[config.mk]
export PLATFORM = sky130hd
export DESIGN_NAME = lsu_dbus_master
export DESIGN_NICKNAME = d
export VERILOG_FILES = /design/src/rtl/lsu_dbus_master.sv
export SDC_FILE = /design/constraint.sdc
export NUM_CORES = 1
export LEC_CHECK = 0
export CAP_MARGIN = 10
export CORE_MARGIN = 8
export CORE_UTILIZATION = 44
export CTS_BUF_LIST = sky130_fd_sc_hd__clkbuf_4
export DETAILED_ROUTE_END_ITERATION = 8
export GPL_TIMING_DRIVEN = 0
export PLACE_DENSITY = 0.88
export SYNTH_ARGS = -nofsm -noshare
export SYNTH_HDL_FRONTEND = slang
export SYNTH_SLANG_ARGS = --single-unit
export TNS_END_PERCENT = 30
[constraint.sdc]
create_clock -name clk -period 2.26 [get_ports clk]
set_input_delay 0.452 -clock clk [delete_from_list [all_inputs] [get_ports clk]]
set_output_delay 0.452 -clock clk [all_outputs]
set_load 0.005 [all_outputs]
[src/rtl/lsu_dbus_master.sv]
// lsu_dbus_master: MEM-stage load/store unit driving a single-outstanding request/response data bus
module lsu_dbus_master #(
  parameter int unsigned TIMEOUT_CYCLES = 255,
  parameter bit          ALIGN_CHECK    = 1'b1
) (
  input  logic        clk,
  input  logic        rst,
  input  logic        pc_valid_i,
  input  logic        mem_rd_en_i,
  input  logic        mem_wr_en_i,
  input  logic [3:0]  mem_ctrl_i,
  input  logic [31:0] addr_i,
  input  logic [31:0] wdata_i,
  input  logic        flush_i,
  output logic        stall_o,
  output logic        load_valid_o,
  output logic [31:0] load_data_o,
  output logic        misalign_o,
  output logic        err_o,
  output logic [31:0] fault_addr_o,
  output logic        dbus_req_o,
  output logic        dbus_we_o,
  output logic [31:0] dbus_addr_o,
  output logic [3:0]  dbus_be_o,
  output logic [31:0] dbus_wdata_o,
  input  logic        dbus_gnt_i,
  input  logic        dbus_rvalid_i,
  input  logic [31:0] dbus_rdata_i,
  input  logic        dbus_err_i
);
  typedef enum logic [1:0] {IDLE, REQ, WAIT, DONE} state_t;
  state_t      state;
  logic [7:0]  cnt;
  logic [1:0]  size_q;
  logic        sign_q, killed;
  logic [31:0] addr_q;
  logic [1:0]  size;
  logic        access, misaligned, tmo, resp, abort, tout, fin, berr, kill, ld_ok;
  logic [3:0]  be;
  logic [31:0] wdata_fmt, ld_fmt;
  logic [7:0]  b;
  logic [15:0] h;
  logic        unused_ctrl;
  assign unused_ctrl = mem_ctrl_i[3];
  assign size        = mem_ctrl_i[1:0];
  assign access      = pc_valid_i & (mem_rd_en_i | mem_wr_en_i) & ~flush_i;
  assign misaligned  = ALIGN_CHECK & ((size == 2'd1 & addr_i[0]) | (size[1] & |addr_i[1:0]));
  assign tmo         = cnt == 8'(TIMEOUT_CYCLES - 1);
  assign stall_o     = (state == IDLE & access & ~misaligned) | state == REQ | state == WAIT;
  assign dbus_req_o  = state == REQ;
  assign dbus_addr_o = {addr_q[31:2], 2'b00};
  // Lane formatting for the request being launched and the response being returned
  always_comb begin
    be        = size == 2'd0 ? 4'b0001 << addr_i[1:0] : size == 2'd1 ? (addr_i[1] ? 4'b1100 : 4'b0011) : 4'b1111;
    wdata_fmt = size == 2'd0 ? {4{wdata_i[7:0]}} : size == 2'd1 ? {2{wdata_i[15:0]}} : wdata_i;
    b         = dbus_rdata_i[{addr_q[1:0], 3'b000} +: 8];
    h         = dbus_rdata_i[{addr_q[1], 4'b0000} +: 16];
    ld_fmt    = size_q == 2'd0 ? {{24{sign_q & b[7]}}, b} : size_q == 2'd1 ? {{16{sign_q & h[15]}}, h} : dbus_rdata_i;
  end
  // Completion conditions: a response in WAIT wins over a coincident timeout
  always_comb begin
    resp  = state == WAIT & dbus_rvalid_i;
    abort = state == REQ & flush_i & ~dbus_gnt_i;
    tout  = (state == REQ | state == WAIT) & tmo & ~resp & ~abort;
    fin   = resp | tout;
    berr  = tout | (resp & dbus_err_i);
    kill  = killed | flush_i;
    ld_ok = resp & ~dbus_err_i & ~dbus_we_o;
  end
  // Transaction FSM with registered bus fields and one-cycle result pulses
  always_ff @(posedge clk) begin
    if (rst) begin
      state        <= IDLE;
      cnt          <= '0;
      size_q       <= '0;
      sign_q       <= 1'b0;
      killed       <= 1'b0;
      addr_q       <= '0;
      dbus_we_o    <= 1'b0;
      dbus_be_o    <= '0;
      dbus_wdata_o <= '0;
      load_valid_o <= 1'b0;
      load_data_o  <= '0;
      misalign_o   <= 1'b0;
      err_o        <= 1'b0;
      fault_addr_o <= '0;
    end else begin
      misalign_o   <= 1'b0;
      load_valid_o <= 1'b0;
      err_o        <= 1'b0;
      if (state == IDLE) begin
        if (access & misaligned) begin
          misalign_o   <= 1'b1;
          fault_addr_o <= addr_i;
        end else if (access) begin
          state        <= REQ;
          dbus_we_o    <= mem_wr_en_i;
          size_q       <= size;
          sign_q       <= ~mem_ctrl_i[2];
          addr_q       <= addr_i;
          dbus_be_o    <= be;
          dbus_wdata_o <= wdata_fmt;
          killed       <= 1'b0;
          cnt          <= '0;
        end
      end else if (state == DONE) begin
        state <= IDLE;
      end else if (abort) begin
        state <= IDLE;
        cnt   <= '0;
      end else if (fin) begin
        state        <= DONE;
        cnt          <= '0;
        load_valid_o <= ld_ok & ~kill;
        err_o        <= berr & ~kill;
        load_data_o  <= ld_ok ? ld_fmt : '0;
        if (berr & ~kill) fault_addr_o <= addr_q;
      end else begin
        cnt    <= cnt + 8'd1;
        killed <= kill;
        if (state == REQ & dbus_gnt_i) state <= WAIT;
      end
    end
  end
endmodule

==> results.py, run 1 <==
metrics = {
    "run_status": {
        "outcome": "complete, but fails checks",
        "violations": "setup timing",
    },
    "layout": {
        "drive_above_1_share_pct": 11.6,
        "fin_area_sq_mm": 0.0106,
        "multi_input_area_sq_mm": 0.00393,
        "seqCellArea_sq_mm": 0.00301,
        "area_growth_pct": 40.7,
        "num-fill-cells": 1471,
        "final_cells": 1390,
        "final_nets": 1266,
    },
    "synth": {
        "synth_area_per_cell_sq_um": 8.54,
        "synth_top_family_by_area": "compound AO/OA/AOI/OAI gates",
        "synthArstFlopShare_pct": 0,
        "synth-compound-area-share_pct": 23.4,
        "synth-xor-area-share_pct": 0,
        "synthAdderAreaFrac_pct": 0.994,
        "synth_edf_count": 0,
        "synth_top_area_share_pct": 39.8,
        "netlist-cell-type-count": 62,
        "synth-simple-area-share_pct": 18.9,
        "yosys.area.top_type": "dfxtp_1",
        "yosysSeqAreaShare_pct": 39.8,
        "synth.area.mux_share_pct": 7.97,
        "netlist_area_sq_mm": 0.00755,
        "ys.flop_type": "dfxtp_1",
        "synth_warnings": 0,
        "ys_ff_latch": 150,
        "yosys-top-cells-area": "dfxtp_1, nand2_1, mux2i_1, a21oi_1, buf_4",
        "syn_inst": 885,
    },
    "detailed_routing": {
        "via_per_inst": 5.65,
        "dr_wl_met2_mm": 12.5,
        "ant_nets": 0,
        "wl_met1_mm": 10.9,
        "route.detailed.drc": 0,
        "top_layer_used": "met5",
        "drt_pass1_iterations": 5,
        "wirelength_mm": 26.8,
        "wl_met3_mm": 2.20,
        "wl_per_cell_um": 19.3,
        "vias": 7860,
        "drt-initial-drc-count": 510,
    },
    "power": {
        "power_switching_mw": 2.89,
        "clkPwrFrac_pct": 21.1,
        "combPwrFrac_pct": 40.8,
        "ir_worst_vdd_uv": 424,
        "total_power_mw": 7.77,
        "p_sw_share_pct": 37.2,
        "seqPwrFrac_pct": 38.1,
        "p_leak_nw": 3.67,
        "powerDensity_mw_per_mm2": 731,
        "p_int_mw": 4.88,
    },
    "floorplan": {
        "rows": 48,
        "die_y_um": 147,
        "pin_count": 247,
        "dieArea_sq_mm": 0.0216,
        "core_sq_mm": 0.0171,
        "dieWidth_um": 147,
        "start_util_pct": 44.3,
    },
    "critical_path": {
        "crit_arrival_ns": 1.85,
        "startpoint": "state[1]",
        "crit_cells": 7,
        "r2r_cells": 8,
        "critPathRequiredTime_ns": 1.81,
        "reg2reg_to": "cnt[6]",
        "path_buf_inv": 4,
        "cpMaxStageDelayCell": "dfxtp_2",
        "crit_end": "stall_o",
        "endpoint_kind": "primary output",
        "worstSetupPathType": "flop to primary output",
        "critPathMaxStageDelay_ns": 0.36,
        "r2r_slack_ns": 0.05,
        "worstPathCellList": "inv_2, ha_4, inv_6, a2111oi_4, buf_6, or3_4, buf_2",
        "startpoint_type": "flop",
        "timing.rr.start": "state[0]",
        "critPathTopFamily": "buffers and inverters",
        "worstPathMaxFanout": 3,
    },
    "sta": {
        "timing.final.crit_share_pct": 102,
        "setup_ws_ns": -0.0389,
        "finClkSkew_ns": 0.0281,
        "rsz0062_at_grt": "yes",
        "hold_slack_ns": 0.242,
        "fmax_mhz": 435,
        "setup_viol_count_final": 1,
        "hold_viol_final": 0,
        "relSlewSlack_pct": 51.3,
        "drv_slew": 0,
        "worst_pin_slew_ns": 0.730,
        "period_minus_slack_ns": 2.30,
    },
    "placed_design": {
        "dpl-instance-area_sq_mm": 0.0103,
        "dp_slack_ns": -0.751,
        "io_buffers": 242,
        "dp_cells": 1353,
        "dp_hpwl_mm": 20.3,
        "gp_congestion": 0.914,
    },
    "grt": {
        "grt_pass1_vias": 7951,
        "antenna_found_initial": 4,
        "gr-total-overflow": 0,
        "grt_max_degree": 17,
        "grt_pass1_wl_mm": 42.1,
        "grt_util_all_layers_pct": 24.0,
    },
    "clock_tree": {
        "clk_pin_slew_worst_paths_ns": 0.12,
        "clkSinkCount": 150,
        "clk_latency_ns": 0.57,
        "root_buffer": "clkbuf_4",
        "cts_made_buffers": 17,
        "cts_buffer_depth": 2,
        "tritoncts": "yes",
        "htree_levels": 4,
        "cts_hold_buffers": 0,
    },
    "hold_path": {
        "hold_path_class": "primary input to flop",
    },
    "flow_run": {
        "max_cap_violations": 0,
    },
}
==> sequential cells by signal, indices dropped and copies added, names as in the netlist <==
signal,count
addr_q,32
cnt,8
dbus_be_o,4
dbus_wdata_o,32
dbus_we_o,1
err_o,1
fault_addr_o,32
killed,1
load_data_o,32
load_valid_o,1
misalign_o,1
sign_q,1
size_q,2
state,2
==> power groups by stage <==
stage,registers [mW],logic [mW],clock network [mW]
after floorplan,3.00,1.77,0
after global placement,3.01,2.84,0
after detailed placement,3.02,2.90,0
after CTS,2.96,3.07,1.65
after global routing,2.98,3.43,1.77
final,2.96,3.17,1.64
==> worst reg2reg max path, delay by kind of cell, from the launching register on <==
| kind | cells | cell delay [ns] |
|---|---|---|
| compound gates | 3 | 0.58 |
| fa+ha+maj | 1 | 0.23 |
| simple gates | 1 | 0.21 |
| flops | 1 | 0.35 |
| buf+inv | 3 | 0.72 |
==> cell families (layout without fill, tap and decap cells) <==
family                   after synthesis  in the layout
AND/OR/NAND/NOR                      307            307
other                                  1              5
multiplexers                          57             57
flip-flops                           150            150
AO/OA/AOI/OAI                        239            239
adder cells (fa/ha/maj)                6              6
buffers and inverters                125            401
==> layer usage <==
| metal | track usage [%] | vias up |
|---|---|---|
| li1 | - | 3698 |
| met1 | 28.4 | 3678 |
| met2 | 38.9 | 377 |
| met3 | 6.83 | 103 |
| met4 | 12.8 | 4 |
| met5 | 0 | - |
==> layout by cell type (no fill, tap or decap), drive strengths merged, types with 24 or more instances in the layout <==
master         Yosys  routed
clkdlybuf4s50      0     236
nand2b            24      24
a21oi             71      71
dfxtp            150     150
o221ai            32      32
nand2            158     158
clkbuf            49      65
buf               62      68
nor2              37      37
or3               32      32
o21ai             28      28
mux2i             50      50
==> metrics by stage <==
step / utilization (%) / TNS, ns
floorplan: - / 0
CTS: 62.2 / -0.0915
detailed placement: 60.2 / -38.34
global placement: 60.2 / -32.04
global route: 62.3 / -0.327
finish: 62.3 / -0.0389
==> synthesized netlist by cell type, types with 10 or more instances <==
cell type,instances
nor2_1,37
buf_2,14
nand2_1,158
o22ai_1,10
inv_1,13
nand3_1,10
buf_4,40
nor2b_1,15
nand2b_1,24
a21oi_1,70
or3_1,32
clkbuf_1,49
o221ai_1,32
o21ai_0,28
nor3_1,12
dfxtp_1,150
a32o_1,16
mux2i_1,50
==> layout make-up <==
type,count,area share (%)
clock buffer,17,1.20
clock inverter,13,1.26
timing repair buffer,248,23.1
multi-input combinational,611,37.0
tap,225,2.65
antenna,3,0.0706
buffer,109,5.93
inverter,14,0.541
sequential,150,28.3
==> worst min path at each step <==
stage / startpoint / to / slack (ns) / cells after the start
after global routing: addr_i[0] / addr_q[0] / 0.24 / 3
after detailed placement: dbus_wdata_o[4] / dbus_wdata_o[4] / 0.45 / 2
after CTS: addr_i[0] / addr_q[0] / 0.20 / 3
final: addr_i[0] / addr_q[0] / 0.24 / 3
after floorplan: addr_q[10] / addr_q[10] / 0.45 / 2
after global placement: dbus_wdata_o[2] / dbus_wdata_o[2] / 0.44 / 2
==> repair_timing <==
action / in CTS / in global routing
gates resized for setup: 22 / 9
setup endpoints to repair: 88 / 80
buffers inserted: 6 / 0
pin swaps: 2 / 1
Note: power is estimated with default switching activity, not from simulation.
==> inputs of run 2 (changes only) <==
--- a/config.mk
+++ b/config.mk
@@ -7,11 +7,11 @@
 export LEC_CHECK = 0
 export CAP_MARGIN = 10
 export CORE_MARGIN = 8
-export CORE_UTILIZATION = 44
+export CORE_UTILIZATION = 25
 export CTS_BUF_LIST = sky130_fd_sc_hd__clkbuf_4
 export DETAILED_ROUTE_END_ITERATION = 8
 export GPL_TIMING_DRIVEN = 0
-export PLACE_DENSITY = 0.88
+export PLACE_DENSITY = 0.6
 export SYNTH_ARGS = -nofsm -noshare
 export SYNTH_HDL_FRONTEND = slang
 export SYNTH_SLANG_ARGS = --single-unit
==> run 2 against run 1 <==
  * Total power up 1.8%
  * Die area up 67%
  * Critical path depth down 2
  * Critical path type is now primary input to primary output
  * Global-route usage down 7.8 points
  * Clock power about the same
  * Critical endpoint unchanged
  * The run now ends clean
  * Clock-buffer cell count unchanged
==> results.py, run 2 (synthesis gave the netlist of run 1 again) <==
metrics = {
    "floorplan": {
        "core_sq_mm": 0.0297,
        "dieWidth_um": 190,
        "pin_count": 247,
        "start_util_pct": 25.4,
        "die_y_um": 190,
        "rows": 63,
        "dieArea_sq_mm": 0.0360,
    },
    "clock_tree": {
        "clk_latency_ns": 0.57,
        "cts_hold_buffers": 0,
        "tritoncts": "yes",
        "htree_levels": 4,
        "clkSinkCount": 150,
        "clk_pin_slew_worst_paths_ns": 0.14,
        "root_buffer": "clkbuf_4",
        "cts_made_buffers": 17,
        "cts_buffer_depth": 2,
    },
    "detailed_routing": {
        "drt_pass1_iterations": 5,
        "drt-initial-drc-count": 454,
        "wl_met1_mm": 13.4,
        "top_layer_used": "met5",
        "ant_nets": 0,
        "vias": 7699,
        "route.detailed.drc": 0,
        "wl_per_cell_um": 19.5,
        "via_per_inst": 4.94,
        "dr_wl_met2_mm": 14.3,
        "wirelength_mm": 30.4,
        "wl_met3_mm": 1.88,
    },
    "critical_path": {
        "worstPathMaxFanout": 7,
        "reg2reg_to": "cnt[4]",
        "r2r_cells": 6,
        "crit_arrival_ns": 1.79,
        "r2r_slack_ns": 0.10,
        "critPathRequiredTime_ns": 1.81,
        "startpoint_type": "primary input",
        "endpoint_kind": "primary output",
        "timing.rr.start": "state[0]",
        "worstSetupPathType": "primary input to primary output",
    },
    "flow_run": {
        "max_cap_violations": 0,
    },
    "placed_design": {
        "dp_cells": 1518,
        "dp_hpwl_mm": 23.2,
        "io_buffers": 242,
        "dp_slack_ns": -0.885,
        "gp_congestion": 0.859,
    },
    "layout": {
        "seqCellArea_sq_mm": 0.00301,
        "final_common_cell": "clkdlybuf4s50_1",
        "final_cell_mix": "clkdlybuf4s50_1, nand2_1, dfxtp_1, a21oi_1",
        "final_cells": 1558,
        "final_nets": 1269,
        "area_growth_pct": 44.2,
        "num-fill-cells": 3090,
        "multi_input_area_sq_mm": 0.00395,
        "drive_above_1_share_pct": 12.2,
    },
    "hold_path": {
        "hold_path_depth": 3,
        "hold_start": "addr_i[0]",
        "hold_path_class": "primary input to flop",
        "min_to": "addr_q[0]",
    },
    "power": {
        "ir_worst_vdd_uv": 325,
        "p_leak_nw": 3.70,
        "powerDensity_mw_per_mm2": 726,
    },
    "sta": {
        "drv_slew": 0,
        "relSlewSlack_pct": 51.2,
        "timing.final.crit_share_pct": 99.4,
        "rsz0062_at_grt": "yes",
        "setup_ws_ns": 0.0134,
        "finClkSkew_ns": 0.0332,
        "fmax_mhz": 445,
        "setup_viol_count_final": 0,
        "period_minus_slack_ns": 2.25,
        "hold_slack_ns": 0.240,
        "fin_setup_tns_ns": 0,
        "hold_viol_final": 0,
        "worst_pin_slew_ns": 0.732,
    },
    "grt": {
        "grt_max_degree": 17,
        "grt_util_all_layers_pct": 16.2,
        "antenna_found_initial": 6,
        "grt_pass1_wl_mm": 45.9,
        "gr-total-overflow": 0,
        "grt_pass1_vias": 7552,
    },
    "run_status": {
        "outcome": "finished, final reports clean",
    },
}
[run 2: cell count changes in the layout (fill, tap and decap cells not counted), moves of 2 or more]
cell       previous run  this run
buf_2                14        12
clkinv_8              0         3
clkinv_2              4         1
clkbuf_1             45        43
buf_4                45        50
bufinv_16             2         0
inv_6                 2         6
clkbuf_4             18        20
[run 2: routing by layer]
| metal | global-route usage (%) | up-vias |
|---|---|---|
| li1 | - | 3708 |
| met2 | 25.9 | 274 |
| met5 | 0 | - |
| met3 | 4.12 | 57 |
| met1 | 20.9 | 3652 |
| met4 | 5.56 | 8 |
[run 2: how the worst max path moves through the flow]
stage                     slack (ns)       from       to  cells past startpoint
final                           0.01  addr_i[1]  stall_o                      5
after global routing           -0.06   state[1]  stall_o                      6
after CTS                      -0.07   state[0]  stall_o                      7
after global placement         -0.89  addr_i[1]  stall_o                      6
after detailed placement       -0.89  addr_i[1]  stall_o                      6
after floorplan                 0.33   state[0]  stall_o                      7
[run 2: layout make-up]
type                            count  area share (%)
Multi-Input combinational cell    611            36.2
Sequential cell                   150            27.6
Timing Repair Buffer              253            22.9
Buffer                            107            5.71
Tap cell                          390            4.48
Clock inverter                     14            1.31
Clock buffer                       17            1.17
Inverter                           14           0.528
Antenna cell                        2          0.0459
[run 2: power breakdown]
group          switching (mW)  internal, mW  leakage [nW]
clock network            1.18         0.483         0.144
logic                    1.83          1.46          2.34
registers               0.123          2.84          1.22
total                    3.13          4.78          3.70
[run 2: per-stage QoR]
step / power, mW / instance area, sq um / util [%]
floorplan: 4.77 / 7560 / -
global placement: 5.98 / 10500 / 35.2
detailed placement: 6.01 / 10500 / 35.2
CTS: 7.87 / 10800 / 36.4
global route: 8.41 / 10900 / 36.7
finish: 7.91 / 10900 / 36.7
[run 2: what timing repair did]
item / CTS / global route
buffers inserted: 5 / 7
gates resized for setup: 25 / 14
pin swaps: 1 / 2
endpoints found under the setup margin: 122 / 69
[run 2: worst max-delay path: stages]
cell and delay, ns:
dlygate4sd2_1 0.34, or2_4 0.30, a2111oi_4 0.39, or3_4 0.22, buf_6 0.09
==> inputs of run 3 (changes only) <==
--- a/config.mk
+++ b/config.mk
@@ -12,6 +12,7 @@
 export DETAILED_ROUTE_END_ITERATION = 8
 export GPL_TIMING_DRIVEN = 0
 export PLACE_DENSITY = 0.6
+export SETUP_SLACK_MARGIN = 0.05
 export SYNTH_ARGS = -nofsm -noshare
 export SYNTH_HDL_FRONTEND = slang
 export SYNTH_SLANG_ARGS = --single-unit
==> run 3 against run 2 <==
  * Flip-flop and latch count unchanged
  * Register-to-register slack about the same
  * Die area is the same
  * Setup slack better by 0.00058 ns
  * Wire length fell by 0.12%
  * Highest routed layer unchanged
  * First-iteration DRC count fell by 9.9%
  * Critical path type unchanged
  * Largest power group unchanged
  * Final cell count unchanged
  * Worst hold slack lost 0.0047 ns
  * Clock-buffer cell count stayed put
  * Global-route usage stayed put
  * Via count about the same
  * Largest cell class unchanged
==> results.py, run 3 (synthesis gave the netlist of run 1 again) <==
metrics = {
    "run_status": {
        "outcome": "finished, final reports clean",
    },
    "power": {
        "p_leak_nw": 3.70,
        "ir_worst_vdd_uv": 325,
        "powerDensity_mw_per_mm2": 724,
    },
    "sta": {
        "period_minus_slack_ns": 2.25,
        "drv_slew": 0,
        "setup_viol_count_final": 0,
        "setup_ws_ns": 0.0140,
        "fmax_mhz": 445,
        "worst_pin_slew_ns": 0.722,
        "relSlewSlack_pct": 51.9,
        "timing.final.crit_share_pct": 99.4,
        "rsz0062_at_grt": "yes",
        "finClkSkew_ns": 0.0354,
        "hold_viol_final": 0,
        "hold_slack_ns": 0.235,
    },
    "flow_run": {
        "max_cap_violations": 0,
    },
    "detailed_routing": {
        "drt-initial-drc-count": 409,
        "wl_met3_mm": 1.82,
        "vias": 7697,
        "ant_nets": 0,
        "dr_wl_met2_mm": 14.2,
        "wl_per_cell_um": 19.5,
        "via_per_inst": 4.94,
        "top_layer_used": "met5",
        "wirelength_mm": 30.3,
        "route.detailed.drc": 0,
        "drt_pass1_iterations": 5,
        "wl_met1_mm": 13.5,
    },
    "placed_design": {
        "dp_hpwl_mm": 23.2,
        "dp_cells": 1518,
        "dp_slack_ns": -0.885,
        "io_buffers": 242,
        "gp_congestion": 0.859,
    },
    "floorplan": {
        "start_util_pct": 25.4,
        "dieWidth_um": 190,
        "dieArea_sq_mm": 0.0360,
        "pin_count": 247,
        "die_y_um": 190,
        "core_sq_mm": 0.0297,
        "rows": 63,
    },
    "clock_tree": {
        "root_buffer": "clkbuf_4",
        "cts_buffer_depth": 2,
        "htree_levels": 4,
        "clkSinkCount": 150,
        "tritoncts": "yes",
        "cts_hold_buffers": 0,
        "cts_made_buffers": 17,
        "clk_latency_ns": 0.57,
        "clk_pin_slew_worst_paths_ns": 0.14,
    },
    "layout": {
        "final_cells": 1558,
        "final_nets": 1269,
        "final_cell_mix": "clkdlybuf4s50_1, nand2_1, dfxtp_1, a21oi_1",
        "area_growth_pct": 44.2,
        "drive_above_1_share_pct": 12.3,
        "final_common_cell": "clkdlybuf4s50_1",
    },
    "critical_path": {
        "path_buf_inv": 2,
        "worstPathMaxFanout": 3,
        "crit_cells": 5,
        "critPathRequiredTime_ns": 1.81,
        "worstPathCellList": "clkdlybuf4s50_1, nor2_2, a2111oi_4, or3_4, buf_6",
        "endpoint_kind": "primary output",
        "r2r_cells": 8,
        "worstSetupPathType": "primary input to primary output",
        "critPathTopFamily": "buffers and inverters",
        "critPathMaxStageDelay_ns": 0.54,
        "crit_arrival_ns": 1.79,
        "startpoint_type": "primary input",
        "cpMaxStageDelayCell": "clkdlybuf4s50_1",
    },
    "hold_path": {
        "hold_path_depth": 3,
        "hold_path_class": "primary input to flop",
    },
    "grt": {
        "grt_pass1_vias": 7552,
        "grt_util_all_layers_pct": 16.2,
        "grt_max_degree": 17,
        "antenna_found_initial": 6,
        "gr-total-overflow": 0,
        "grt_pass1_wl_mm": 45.9,
    },
}
## run 3: changes by cell type in the layout (fill, tap and decap cells not counted), sizes merged
cell    before  now
clkbuf      65   62
buf         71   74
## run 3: final timing paths
| kind | startpoint | endpoint | slack, ns |
|---|---|---|---|
| worst max-delay path | mem_wr_en_i | stall_o | 0.01 |
| worst min-delay path | addr_i[0] | addr_q[0] | 0.23 |
| worst max register to register | state[0] | cnt[6] | 0.09 |
| worst min register to register | dbus_wdata_o[25] | dbus_wdata_o[25] | 0.47 |
## run 3: what timing repair did
action / CTS / global route
buffers inserted: 5 / 7
endpoints found under the setup margin: 130 / 73
pin swaps: 1 / 2
gates resized for setup: 26 / 14
## run 3: where the power goes
group	total [mW]	internal [mW]	switching (mW)
clock	1.66	0.483	1.17
sequential	2.96	2.84	0.125
combinational	3.27	1.45	1.82
## run 3: per-stage QoR
stage / cell area, sq um / total power, mW / TNS (ns) / utilization (%)
finish: 10900 / 7.89 / 0 / 36.7
floorplan: 7560 / 4.77 / 0 / -
global placement: 10500 / 5.98 / -48.94 / 35.2
global route: 10900 / 8.40 / -0.122 / 36.7
detailed placement: 10500 / 6.01 / -50.48 / 35.2
CTS: 10800 / 7.88 / -0.0749 / 36.4
## run 3: metal layers
layer	track usage, %	up-vias
li1	-	3708
met1	20.9	3668
met2	25.9	261
met3	4.12	52
met4	5.56	8
met5	0	-
## run 3: area by class of cell
| class | instances | area [sq um] |
|---|---|---|
| fill | 3091 | 18800 |
| antenna | 2 | 5.00 |
| inverter | 14 | 57.6 |
| timing repair buffer | 253 | 2500 |
| clock inverter | 14 | 143 |
| clock buffer | 17 | 128 |
| buffer | 107 | 618 |
| multi-input combinational | 611 | 3950 |
| tap | 390 | 488 |
| sequential | 150 | 3010 |
## run 3: worst register-to-register path: cells and delay by family, from the launching register on
kind	cells	cell delay, ns
AND/OR/NAND/NOR	1	0.24
buffers and inverters	3	0.73
adder cells (fa/ha/maj)	1	0.21
AO/OA/AOI/OAI	3	0.51
flip-flops	1	0.37
